==> config.mk <==
export PLATFORM = sky130hd
export DESIGN_NAME = cs_mac_accumulator_flat
export DESIGN_NICKNAME = d
export VERILOG_FILES = /design/src/rtl/cs_mac_pkg.sv /design/src/rtl/cs_mac_if.sv /design/src/rtl/cs_mac_accumulator_multiCS4_v1.sv /design/src/rtl/cs_mac_accumulator.sv /design/src/flat_wrapper.sv
export SDC_FILE = /design/constraint.sdc
export NUM_CORES = 1
export LEC_CHECK = 0
export BUFFER_PORTS_ARGS = -buffer_cell sky130_fd_sc_hd__buf_2
export CORE_ASPECT_RATIO = 0.9
export CORE_MARGIN = 3
export CORE_UTILIZATION = 25
export CTS_BUF_LIST = sky130_fd_sc_hd__clkbuf_4 sky130_fd_sc_hd__clkbuf_8 sky130_fd_sc_hd__clkbuf_16
export CTS_CLUSTER_SIZE = 10
export DETAILED_ROUTE_END_ITERATION = 8
export PLACE_DENSITY = 0.42
export SLEW_MARGIN = 25
export SYNTH_ARGS = -nofsm -noshare
export SYNTH_HDL_FRONTEND = slang
export SYNTH_SLANG_ARGS = --single-unit
==> constraint.sdc <==
create_clock -name clk -period 3 [get_ports clk]
set_input_delay 0.45 -clock clk [delete_from_list [all_inputs] [get_ports clk]]
set_output_delay 0.45 -clock clk [all_outputs]
set_load 0.01 [all_outputs]
==> src/rtl/cs_mac_pkg.sv <==
// Shared types and widths for the carry-save MAC stage.
// Imported by the interface, multiplier and accumulator.
package cs_mac_pkg;

  localparam int OP_W   = 4;
  localparam int PROD_W = 8;
  localparam int CNT_W  = 8;

  typedef enum logic {
    ACC  = 1'b0,
    HOLD = 1'b1
  } mac_state_t;

endpackage

==> src/rtl/cs_mac_if.sv <==
// Operand-in / result-out handshake bundle for cs_mac_accumulator.
// master drives operands and out_ready; slave is the accumulator.
interface cs_mac_if #(
  parameter int ACC_W = 12
);
  import cs_mac_pkg::*;

  logic             in_valid;
  logic             in_ready;
  logic [OP_W-1:0]  a;
  logic [OP_W-1:0]  b;
  logic             in_last;
  logic             out_valid;
  logic             out_ready;
  logic [ACC_W-1:0] out_sum;
  logic [CNT_W-1:0] out_count;
  logic             out_ovf;

  modport master (
    output in_valid, a, b, in_last, out_ready,
    input  in_ready, out_valid, out_sum,
    input  out_count, out_ovf
  );

  modport slave (
    input  in_valid, a, b, in_last, out_ready,
    output in_ready, out_valid, out_sum,
    output out_count, out_ovf
  );

endinterface

==> src/rtl/cs_mac_accumulator_multiCS4_v1.sv <==
// 4x4 unsigned carry-save array multiplier, purely combinational.
// Rows reduce in carry-save form; one final carry-propagate add.
module multiCS4_v1
  import cs_mac_pkg::*;
(
  input  logic [OP_W-1:0]   a,
  input  logic [OP_W-1:0]   b,
  output logic [PROD_W-1:0] p
);

  logic [PROD_W-1:0] s;
  logic [PROD_W-1:0] c;
  logic [PROD_W-1:0] pp;
  logic [PROD_W-1:0] t;

  always_comb begin
    s  = '0;
    c  = '0;
    pp = '0;
    t  = '0;
    for (int i = 0; i < OP_W; i++) begin
      pp = {{(PROD_W-OP_W){1'b0}},
            a & {OP_W{b[i]}}} << i;
      t  = s ^ c ^ pp;
      c  = ((s & c) | (s & pp) | (c & pp)) << 1;
      s  = t;
    end
  end

  // 225 max fits in PROD_W, so dropped top carries are always zero
  assign p = s + c;

endmodule

==> src/rtl/cs_mac_accumulator.sv <==
// Product register plus group accumulator with a held result port.
// A product pending during HOLD waits in P until the result is taken.
module cs_mac_accumulator
  import cs_mac_pkg::*;
#(
  parameter int ACC_W     = 12,
  parameter int MAX_TERMS = 16
) (
  input  logic    clk,
  input  logic    rst_n,
  cs_mac_if.slave bus
);

  mac_state_t state_q;
  mac_state_t state_d;

  logic [PROD_W-1:0] prod;
  logic [PROD_W-1:0] p_q;
  logic              p_valid;
  logic              p_last;

  logic [ACC_W-1:0]  acc;
  logic [CNT_W-1:0]  cnt;
  logic              ovf;

  logic              acc_take;
  logic              accept;
  logic              done;
  logic              hs_out;
  logic [ACC_W-1:0]  base;
  logic [ACC_W:0]    sum_full;
  logic [CNT_W:0]    cnt_nx;

  multiCS4_v1 u_mult (
    .a (bus.a),
    .b (bus.b),
    .p (prod)
  );

  assign acc_take = p_valid && (state_q == ACC);
  assign accept   = bus.in_valid && bus.in_ready;
  assign hs_out   = (state_q == HOLD) && bus.out_ready;

  assign base     = (cnt == '0) ? '0 : acc;
  assign sum_full = {1'b0, base}
                  + {{(ACC_W+1-PROD_W){1'b0}}, p_q};
  assign cnt_nx   = {1'b0, cnt} + (CNT_W+1)'(1);
  assign done     = p_last
                 || (cnt_nx == (CNT_W+1)'(MAX_TERMS));

  assign bus.in_ready  = !p_valid || acc_take;
  assign bus.out_valid = (state_q == HOLD);
  assign bus.out_sum   = acc;
  assign bus.out_count = cnt;
  assign bus.out_ovf   = ovf;

  always_comb begin
    state_d = state_q;
    unique case (state_q)
      ACC:  if (acc_take && done) state_d = HOLD;
      HOLD: if (bus.out_ready)    state_d = ACC;
      default: state_d = ACC;
    endcase
  end

  always_ff @(posedge clk or negedge rst_n) begin
    if (!rst_n) state_q <= ACC;
    else        state_q <= state_d;
  end

  always_ff @(posedge clk or negedge rst_n) begin
    if (!rst_n) begin
      p_q     <= '0;
      p_valid <= 1'b0;
      p_last  <= 1'b0;
    end else if (accept) begin
      p_q     <= prod;
      p_valid <= 1'b1;
      p_last  <= bus.in_last;
    end else if (acc_take) begin
      p_valid <= 1'b0;
    end
  end

  // first term of a group ignores any stale history
  always_ff @(posedge clk or negedge rst_n) begin
    if (!rst_n) begin
      acc <= '0;
      cnt <= '0;
      ovf <= 1'b0;
    end else if (acc_take) begin
      acc <= sum_full[ACC_W-1:0];
      ovf <= ((cnt == '0) ? 1'b0 : ovf)
           | sum_full[ACC_W];
      cnt <= cnt_nx[CNT_W-1:0];
    end else if (hs_out) begin
      acc <= '0;
      cnt <= '0;
      ovf <= 1'b0;
    end
  end

endmodule

==> src/flat_wrapper.sv <==
// flat-port wrapper written by rule: the top's interface ports become plain ports
module cs_mac_accumulator_flat import cs_mac_pkg::*;
#(
  parameter int ACC_W     = 12,
  parameter int MAX_TERMS = 16
)
  (clk, rst_n, bus_in_valid, bus_a, bus_b, bus_in_last, bus_out_ready, bus_in_ready, bus_out_valid, bus_out_sum, bus_out_count, bus_out_ovf);
  cs_mac_if #(.ACC_W(ACC_W)) bus_i ();
  input  logic clk;
  input  logic rst_n;
  input wire logic [$bits(bus_i.in_valid)-1:0] bus_in_valid;
  input wire logic [$bits(bus_i.a)-1:0] bus_a;
  input wire logic [$bits(bus_i.b)-1:0] bus_b;
  input wire logic [$bits(bus_i.in_last)-1:0] bus_in_last;
  input wire logic [$bits(bus_i.out_ready)-1:0] bus_out_ready;
  output wire logic [$bits(bus_i.in_ready)-1:0] bus_in_ready;
  output wire logic [$bits(bus_i.out_valid)-1:0] bus_out_valid;
  output wire logic [$bits(bus_i.out_sum)-1:0] bus_out_sum;
  output wire logic [$bits(bus_i.out_count)-1:0] bus_out_count;
  output wire logic [$bits(bus_i.out_ovf)-1:0] bus_out_ovf;
  assign bus_i.in_valid = bus_in_valid;
  assign bus_i.a = bus_a;
  assign bus_i.b = bus_b;
  assign bus_i.in_last = bus_in_last;
  assign bus_i.out_ready = bus_out_ready;
  assign bus_in_ready = bus_i.in_ready;
  assign bus_out_valid = bus_i.out_valid;
  assign bus_out_sum = bus_i.out_sum;
  assign bus_out_count = bus_i.out_count;
  assign bus_out_ovf = bus_i.out_ovf;
  cs_mac_accumulator #(.ACC_W(ACC_W), .MAX_TERMS(MAX_TERMS)) u_core (.clk(clk), .rst_n(rst_n), .bus(bus_i));
endmodule
After elaboration in Yosys (flattened, before gate mapping)
Index checks and enable logic that the tools add are counted.
{"block": "word_totals", "output_inout_bits": 23, "elab_cells": 56, "inputBits": 13, "reg_bits": 32}
{"block": "op_classes", "n_reduce_logical": 10, "muxes": 13, "bitwise_logic": 22, "n_addsub": 3, "n_eq_ne": 1}
{"op": "12-bit two-way mux", "count": 3}
{"op": "7-bit bitwise OR", "count": 4}
{"op": "7-bit AND", "count": 3}
{"op": "4-bit AND", "count": 4}
{"op": "8-bit two-way mux", "count": 2}
{"op": "12-bit by 8-bit adder with 13-bit output", "count": 1}
{"op": "5-bit by 6-bit AND with 6-bit output", "count": 2}
{"op": "8-bit by 1-bit adder with 9-bit output (second input constant)", "count": 1}
{"op": "9-bit by 5-bit == test with 1-bit output (second input constant)", "count": 1}
{"op": "8-bit adder", "count": 1}
{"op": "8-bit logical NOT", "count": 1}
{"op": "6-bit by 8-bit bitwise XOR with 8-bit output", "count": 1}
{"op": "8-bit by 7-bit bitwise XOR with 8-bit output", "count": 1}
{"op": "7-bit by 6-bit AND with 7-bit output", "count": 1}
{"op": "1-bit two-way mux", "count": 7}
{"op": "5-bit by 6-bit bitwise XOR with 6-bit output", "count": 1}
{"op": "6-bit bitwise XOR", "count": 1}
{"op": "4-bit by 5-bit AND with 5-bit output", "count": 1}
{"op": "4-bit by 5-bit bitwise XOR with 5-bit output", "count": 1}
{"op": "1-bit logical AND", "count": 4}
{"op": "2-bit nonzero test", "count": 2}
{"op": "1-bit logical OR", "count": 2}
{"op": "1-bit one-hot mux with 2 select lines", "count": 1}
{"op": "1-bit logical NOT", "count": 1}
{"op": "2 further kinds", "count": 2}

Depth between registers and ports, before layout
Gate-level depths: netlist of the first run.
{"block": "logic_depth", "depth_word": 9, "mapped_depth": 12}

Modules after synthesis
A second synthesis of the first run with hierarchy kept.
{"block": "hier_totals", "hier_cells": 240, "hier_area_um2": 2299.7}
{"mod": "cs_mac_accumulator", "instances": 1, "area_per_inst_um2": 1923.1, "cells_each": 192}
{"mod": "multiCS4_v1", "instances": 1, "area_per_inst_um2": 376.6, "cells_each": 48}

Worst setup path before layout of the first run
OpenSTA, ideal clock, no wires.
{"block": "synth_path", "path_kind": "reg-to-reg", "from": "reg u_core.cnt[3] (netlist: u_core.bus.out_count[3])", "to": "reg u_core.acc[11] (netlist: u_core.bus.out_sum[11])", "synth_period_minus_slack_ns": 3.080, "required_ns": 2.876, "setup_ns": 0.124, "arrival_ns": 2.957, "path_stages_with_launch": 12, "path_slack_ns": -0.080, "cell_sequence": "dfrtp_1 buf_2 nor4_2 nand3_1 clkbuf_1 and2_1 ha_1 a211oi_2 nor3_1 or4_4 and3b_1 a211o_1"}
{"block": "synth_via", "elab_chain_cells": 4}
{"element": "from (decl)", "line": "cs_mac_accumulator.sv:23", "text": "logic [CNT_W-1:0] cnt;"}
{"element": "from (signal assigned)", "line": "cs_mac_accumulator.sv:95", "text": "cnt <= cnt_nx[CNT_W-1:0];"}
{"element": "8-bit logical NOT", "line": "cs_mac_accumulator.sv:44", "text": "assign base = (cnt == '0) ? '0 : acc;"}
{"element": "12-bit two-way mux", "line": "cs_mac_accumulator.sv:44"}
{"element": "12-bit by 8-bit adder with 13-bit output", "line": "cs_mac_accumulator.sv:46", "text": "+ {{(ACC_W+1-PROD_W){1'b0}}, p_q};"}
{"element": "12-bit two-way mux", "line": "cs_mac_accumulator.sv:91", "text": "end else if (acc_take) begin"}
{"element": "to (signal assigned)", "line": "cs_mac_accumulator.sv:92", "text": "acc <= sum_full[ACC_W-1:0];"}
{"element": "to (decl)", "line": "cs_mac_accumulator.sv:22", "text": "logic [ACC_W-1:0] acc;"}
No other way between the ends.
A chain may end at the register's enable or synchronous reset.

Worst setup path after layout of the first run
{"block": "layout_path", "from": "reg u_core.cnt[6] (netlist: u_core.bus.out_count[6])", "to": "reg u_core.acc[10] (netlist: u_core.bus.out_sum[10])"}
The elaborated chain is that of the path after synthesis.

==> out/metrics.cfg, run 1 <==
[outcome]
status = complete, no violations

[global_route]
grt.overflow.total = 0
grt_pass1_wl_mm = 9.54
grt_pass1_vias = 1877
globalRouteTotalUtil_pct = 11.9
grt_antenna_before_repair = 0
grt_max_degree = 33

[floorplanning]
die_w_um = 105
start_util_pct = 26.6
fp-row-count = 31
die_area_um2 = 10100
io_pins = 36
fp.coreArea_um2 = 8340
die_y_um = 95.4

[synth]
synth-xor-area-share_pct = 3.15
synthDistinctLibCells = 45
async_reset_ff_share_pct = 100
yosysTopAreaCell = dfrtp_1
synth_adder_area_share_pct = 16.8
synthSimpleGateAreaFrac_pct = 20.6
yosys-top-cells-count = dfrtp_1 (32), nand2_1 (29), o21ai_0 (25)
syn_area_per_cell_um2 = 9.38
netlist_instances = 237
synthMuxAreaShare_pct = 2.03
synth.top_cell.area_share_pct = 36.0
synth_area_um2 = 2220
synth_warnings = 0
synth-seq-cells = 32
synthFlopType = dfrtp_1
ys_seq_area_share_pct = 36.0
synth_top_family_by_area = simple AND/OR/NAND/NOR gates
synth_edf_count = 0
synth_fp_nets = 275
synth.most_common_cell = dfrtp_1
synth_compound_area_share_pct = 18.2
yosys-top-cells-area = dfrtp_1 (36%), ha_1 (9.6%), fa_1 (7.2%)

[routing]
drt_iter0_drc = 83
routed_wl_mm = 5.78
drc = 0
num_vias = 1886
first_pass_iters = 6
detail_route.wl_per_cell_um = 13.9
ant_nets = 0
post_drt_via_cell_ratio = 4.54

[cts]
clk_latency_ns = 0.29
htreeDepth = 2
cts_root_buf = clkbuf_8
cts.path.max_buffers = 2
cts_buffers = 5
cts_hold_buf = 0
cts_sinks = 32
clk_pin_slew_ns = 0.07
cts_tree = built

[timing]
period_share_pct = 94.7
worstMarginPinSlew_ns = 0.774
slew_headroom_pct = 48.4
skew_ns = 0.00744
fin_crit_ns = 2.84
rsz0062_at_grt = false
finalSetupTns_ns = 0
fmax_ghz = 0.352
hold_violations = 0
timing.final.ws_setup_ns = 0.160
setup_viol = 0
slew_violations = 0

[placed_design]
placed_cell_area_um2 = 2710
detailedPlace.worstSlack_ns = -0.0822
dpl.hpwl_mm = 4.29
routabilityCongestion = 0.750
portBuffers = 35

[setup_path]
critPathSlowestCell = dfrtp_1
critPathLaunch = u_core.bus.out_count[6]
cp.depth = 10
crit_path_max_incr_delay_ns = 0.41
start_kind = flop
crit_end = u_core.bus.out_sum[10]
crit_fanout = 5
crit_family = compound AO/OA/AOI/OAI gates
required_ns = 3.22
crit_path_end_kind = flop
arrival_ns = 3.06
ff2ff_setup_slack_ns = 0.16
timing.rr.end = u_core.bus.out_sum[10]
cp_num_buf_inv = 0
r2r_cells = 10
criticalPathCategory = reg2reg
crit_chain = nor4_4, nand3_2, and2_1, ha_2, fa_2, a211oi_2, o21ai_1, o31a_1, a31o_2, nand3_1
r2r-start = u_core.bus.out_count[6]

[power_and_ir_drop]
p_leak_nw = 1.41
peakVddDrop_mv = 0.340
power_density_nw_per_um2 = 849

[finish]
area_growth_pct = 30.1
final_cell_area_um2 = 2890
final_nets = 337
final_util_pct = 34.7
diodes = 0
layout-drive-gt1-share_pct = 32.3

[worst_hold_path]
hold_path.class = in2async

[run]
maxCapViolCount = 0

-- registers in the layout, summed over array words and instances, names as in the netlist --
| signal | cells |
|---|---|
| u_core.bus.out_count | 8 |
| u_core.bus.out_ovf | 1 |
| u_core.bus.out_sum | 12 |
| u_core.bus.out_valid | 1 |
| u_core.p_last | 1 |
| u_core.p_q | 8 |
| u_core.p_valid | 1 |
-- worst min path at each step --
stage                                    to  cells past startpoint     startpoint
floorplan           u_core.bus.out_count[0]                      0          rst_n
global placement              u_core.p_q[0]                      2  u_core.p_q[0]
detailed placement            u_core.p_q[6]                      2  u_core.p_q[6]
CTS                   u_core.bus.out_sum[9]                      1          rst_n
global route          u_core.bus.out_sum[9]                      1          rst_n
finish                u_core.bus.out_sum[9]                      1          rst_n
-- per-stage QoR --
stage                     hold WS (ns)  std cells  total power [mW]
after floorplan                  0.154        237              1.47
after global placement           0.482        405              1.99
after detailed placement         0.482        405              1.98
after CTS                        0.265        413              2.37
after global routing             0.298        415              2.66
final                            0.235        415              2.45
-- cells in the final DEF, fill, tap and decap left out, types with 3 or more instances in the layout --
| master | Yosys | routed |
|---|---|---|
| ha_2 | 0 | 3 |
| inv_1 | 11 | 11 |
| xnor2_1 | 6 | 6 |
| nand2b_1 | 4 | 4 |
| mux2_2 | 4 | 4 |
| and3_1 | 3 | 3 |
| nor2_1 | 10 | 10 |
| a31oi_1 | 3 | 3 |
| ha_1 | 17 | 12 |
| o21ai_0 | 25 | 24 |
| buf_2 | 1 | 35 |
| a22o_1 | 4 | 4 |
| nand4_1 | 3 | 3 |
| a21o_1 | 3 | 3 |
| buf_4 | 1 | 27 |
| nand3_1 | 8 | 7 |
| clkbuf_8 | 0 | 6 |
| fa_1 | 8 | 7 |
| and2_1 | 18 | 17 |
| nand2_1 | 29 | 29 |
| a21oi_1 | 11 | 9 |
| dfrtp_1 | 32 | 32 |
-- timing repair --
item,in CTS,in global routing
endpoints found under the setup margin,0,5
gates resized for setup,0,14
buffers inserted,0,2
-- area by class of cell --
| cell class | instances | area (µm²) |
|---|---|---|
| Clock buffer | 8 | 97.6 |
| Fill cell | 901 | 5450 |
| Inverter | 11 | 41.3 |
| Timing Repair Buffer | 62 | 378 |
| Multi-Input combinational cell | 187 | 1430 |
| Tap cell | 115 | 144 |
| Sequential cell | 32 | 801 |
-- metal layers --
layer,GRT usage [%],up-vias,wire length (µm)
met4,2.30,0,29
li1,-,963,-
met5,0,-,0
met3,2.84,5,216
met2,17.7,30,2450
met1,17.6,888,3080
-- cell families after synthesis --
family,count (synthesis)
adder cells (fa/ha/maj),25
buffers and inverters,18
multiplexers,4
AO/OA/AOI/OAI,64
flip-flops,32
XOR/XNOR,8
AND/OR/NAND/NOR,86
-- power breakdown --
group | total, mW | switching, mW | internal (mW)
clock network | 0.371 | 0.166 | 0.205
registers | 0.668 | 0.108 | 0.561
logic | 1.42 | 0.755 | 0.660
total | 2.45 | 1.03 | 1.43
-- worst register-to-register path, stage by stage, from the launching register on --
cell      delay [ns]
dfrtp_1         0.41
nor4_4          0.31
nand3_2         0.19
and2_1          0.21
ha_2            0.20
fa_2            0.37
a211oi_2        0.21
o21ai_1         0.14
o31a_1          0.38
a31o_2          0.27
nand3_1         0.08
(Power assumes the default switching activity.)
==> run 2: changes to the inputs <==
- ABC_AREA: default -> 1
==> run 2 against run 1 <==
  * Maximum frequency rose by 7.4%
  * Global-route usage shrank 1.8 points
  * Core utilization down 4.0 points
  * Die area rose by 2.5%
  * First-iteration DRC count fell by 28%
  * Flip-flop and latch count is the same
  * Critical path type is now in2reg
  * Largest cell class unchanged
  * Largest power group unchanged
==> out/metrics.cfg, run 2 <==
[outcome]
status = complete, no violations

[floorplanning]
die_w_um = 107  ; +1.3%
io_pins = 36  ; unchanged
die_area_um2 = 10300  ; +2.5%
fp.coreArea_um2 = 8730  ; +4.7%
fp-row-count = 32  ; +3.2%
start_util_pct = 26.1  ; -0.50 points
die_y_um = 96.6  ; +1.3%

[synth]
yosysTopAreaCell = dfrtp_1
synth_area_um2 = 2280  ; +2.7%
netlist_instances = 296  ; +25%
synth_warnings = 0  ; unchanged
synth_fp_nets = 334  ; +21%
yosys-top-cells-count = nand2_1 (79), inv_1 (49), dfrtp_1 (32)
synth.most_common_cell = nand2_1
async_reset_ff_share_pct = 100  ; unchanged
synth_top_family_by_area = simple AND/OR/NAND/NOR gates
synth-xor-area-share_pct = 1.92  ; -1.2 points
synth_adder_area_share_pct = 16.3  ; -0.44 points
synth_edf_count = 0  ; unchanged
synthMuxAreaShare_pct = 0  ; -2.0 points
synthDistinctLibCells = 27  ; -40%
synthSimpleGateAreaFrac_pct = 25.5  ; +5.0 points
synth-seq-cells = 32  ; unchanged
synthFlopType = dfrtp_1
yosys-top-cells-area = dfrtp_1 (35%), nand2_1 (13%), ha_1 (9.3%)
ys_seq_area_share_pct = 35.1  ; -0.95 points
synth_compound_area_share_pct = 11.4  ; -6.8 points
synth.top_cell.area_share_pct = 35.1  ; -0.95 points
syn_area_per_cell_um2 = 7.71  ; -18%

[placed_design]
dpl.hpwl_mm = 3.79  ; -12%
portBuffers = 35  ; unchanged
routabilityCongestion = 0.768  ; +2.5%

[power_and_ir_drop]
p_int_mw = 1.25  ; -12%
comb_power_share_pct = 54.6  ; -3.0 points
pwr-share-clk_pct = 14.7  ; -0.4 points
peakVddDrop_mv = 0.208  ; -39%
finalPower_mw = 2.39  ; -2.7%
seqPwrFrac_pct = 30.7  ; +3.5 points
p_sw_mw = 1.14  ; +11%
p_leak_nw = 1.46  ; +3.5%
power_density_nw_per_um2 = 891  ; +4.9%
swShare_pct = 47.8  ; +5.8 points

[cts]
clk_pin_slew_ns = 0.07  ; about the same
cts_sinks = 32  ; unchanged
cts_tree = built
cts.path.max_buffers = 2  ; unchanged
cts_root_buf = clkbuf_8
clk_latency_ns = 0.28  ; about the same
cts_buffers = 5  ; unchanged
cts_hold_buf = 0  ; unchanged
cts_setup_buffers = 0  ; unchanged
htreeDepth = 2  ; unchanged
cts-resized-gates = 0  ; unchanged

[setup_path]
crit_chain = buf_2, nand2_1, inv_1, ha_1, inv_1, fa_1, fa_1, inv_1, ha_1, fa_1, xnor2_1, o21ai_0
start_kind = input port
r2r-start = u_core.bus.out_count[0]
cp_num_buf_inv = 4  ; +4
arrival_ns = 2.80  ; -0.26 ns
crit_path_max_incr_delay_ns = 0.51  ; +0.10 ns
crit_fanout = 4  ; -1
required_ns = 3.15  ; -0.07 ns
crit_family = adder cells
timing.rr.end = u_core.bus.out_sum[10]
ff2ff_setup_slack_ns = 0.47  ; +0.31 ns
criticalPathCategory = in2reg
crit_path_end_kind = flop
critPathSlowestCell = fa_1
r2r_cells = 15  ; +5

[run]
maxCapViolCount = 0  ; unchanged

[global_route]
grt_max_degree = 33  ; unchanged
grt.overflow.total = 0  ; unchanged
grt_pass1_wl_mm = 8.61  ; -9.8%
grt_pass1_vias = 1884  ; +0.37%
grt_antenna_before_repair = 0  ; unchanged
globalRouteTotalUtil_pct = 10.1  ; -1.8 points

[timing]
fmax_ghz = 0.378  ; +7.4%
slew_headroom_pct = 51.3  ; +3.0 points
setup_viol = 0  ; unchanged
finalSetupTns_ns = 0  ; unchanged
hold_violations = 0  ; unchanged
fin_crit_ns = 2.64  ; -0.195 ns
skew_ns = 0.00731  ; -0.000132 ns
worstMarginPinSlew_ns = 0.730  ; -0.0444 ns
rsz0062_at_grt = false
slew_violations = 0  ; unchanged
period_share_pct = 88.1  ; -6.5 points

[worst_hold_path]
hold_path.class = in2async

[routing]
drt_iter0_drc = 60  ; -28%
post_drt_via_cell_ratio = 4.08  ; -10%
detail_route.wl_per_cell_um = 10.8  ; -22%
first_pass_iters = 4  ; -2
drc = 0  ; unchanged
ant_nets = 0  ; unchanged
routed_wl_mm = 4.92  ; -15%
num_vias = 1856  ; -1.6%

[finish]
final_common_cell = nand2_1
final_nets = 373  ; +11%
nFillCells = 1007  ; +12%
area_growth_pct = 17.4
layout-drive-gt1-share_pct = 18.2  ; -14 points
multi_input_area_um2 = 1260  ; -12%
largest_reg_flops = 12  ; unchanged
diodes = 0  ; unchanged
mostFrequentLayoutCells = nand2_1 (79), inv_1 (49), buf_2 (35)
regArea_um2 = 801  ; unchanged

-- run 2: kinds of logic after synthesis --
group,after synthesis
flip-flops,32
buffers and inverters,56
adder cells (fa/ha/maj),25
XOR/XNOR,5
AO/OA/AOI/OAI,49
AND/OR/NAND/NOR,129
-- run 2: metal layers --
| metal | vias up | global-route usage (%) | part of all wire [%] |
|---|---|---|---|
| li1 | 1007 | - | - |
| met1 | 807 | 13.9 | 51 |
| met2 | 34 | 15.9 | 43 |
| met3 | 8 | 2.07 | 4.2 |
| met4 | 0 | 2.95 | 1.3 |
| met5 | - | 0 | 0 |
-- run 2: power groups by stage --
stage	Clock, mW	Combinational (mW)	Sequential (mW)
2_1_floorplan	0	0.932	0.773
3_3_place_gp	0	1.34	0.746
3_5_place_dp	0	1.34	0.747
4_1_cts	0.367	1.34	0.739
5_1_grt	0.385	1.53	0.760
6_report	0.351	1.30	0.734
-- run 2: per-stage QoR --
stage,area [µm²],util [%],hold WS [ns],worst slack (ns),cells
after floorplan,2280,-,0.154,0.314,296
after detailed placement,2590,29.6,0.477,0.0467,447
after global placement,2590,29.6,0.477,0.0944,447
after global routing,2680,30.7,0.290,0.187,455
after CTS,2680,30.7,0.268,0.350,455
final,2680,30.7,0.225,0.356,455
-- run 2: layout make-up --
class	instances	share of cell area (%)
Tap cell	119	5.56
Clock inverter	2	0.373
Multi-Input combinational cell	208	47.0
Timing Repair Buffer	36	6.82
Clock buffer	6	3.08
Inverter	52	7.28
Sequential cell	32	29.9
-- run 2: how the worst max path moves through the flow --
stage          cells after the start     start             to
3_5_place_dp                      12  bus_a[2]  u_core.p_q[6]
6_report                          12  bus_a[2]  u_core.p_q[6]
4_1_cts                           12  bus_a[2]  u_core.p_q[6]
5_1_grt                           12  bus_a[2]  u_core.p_q[6]
2_1_floorplan                     11  bus_a[3]  u_core.p_q[6]
3_3_place_gp                      12  bus_a[3]  u_core.p_q[6]
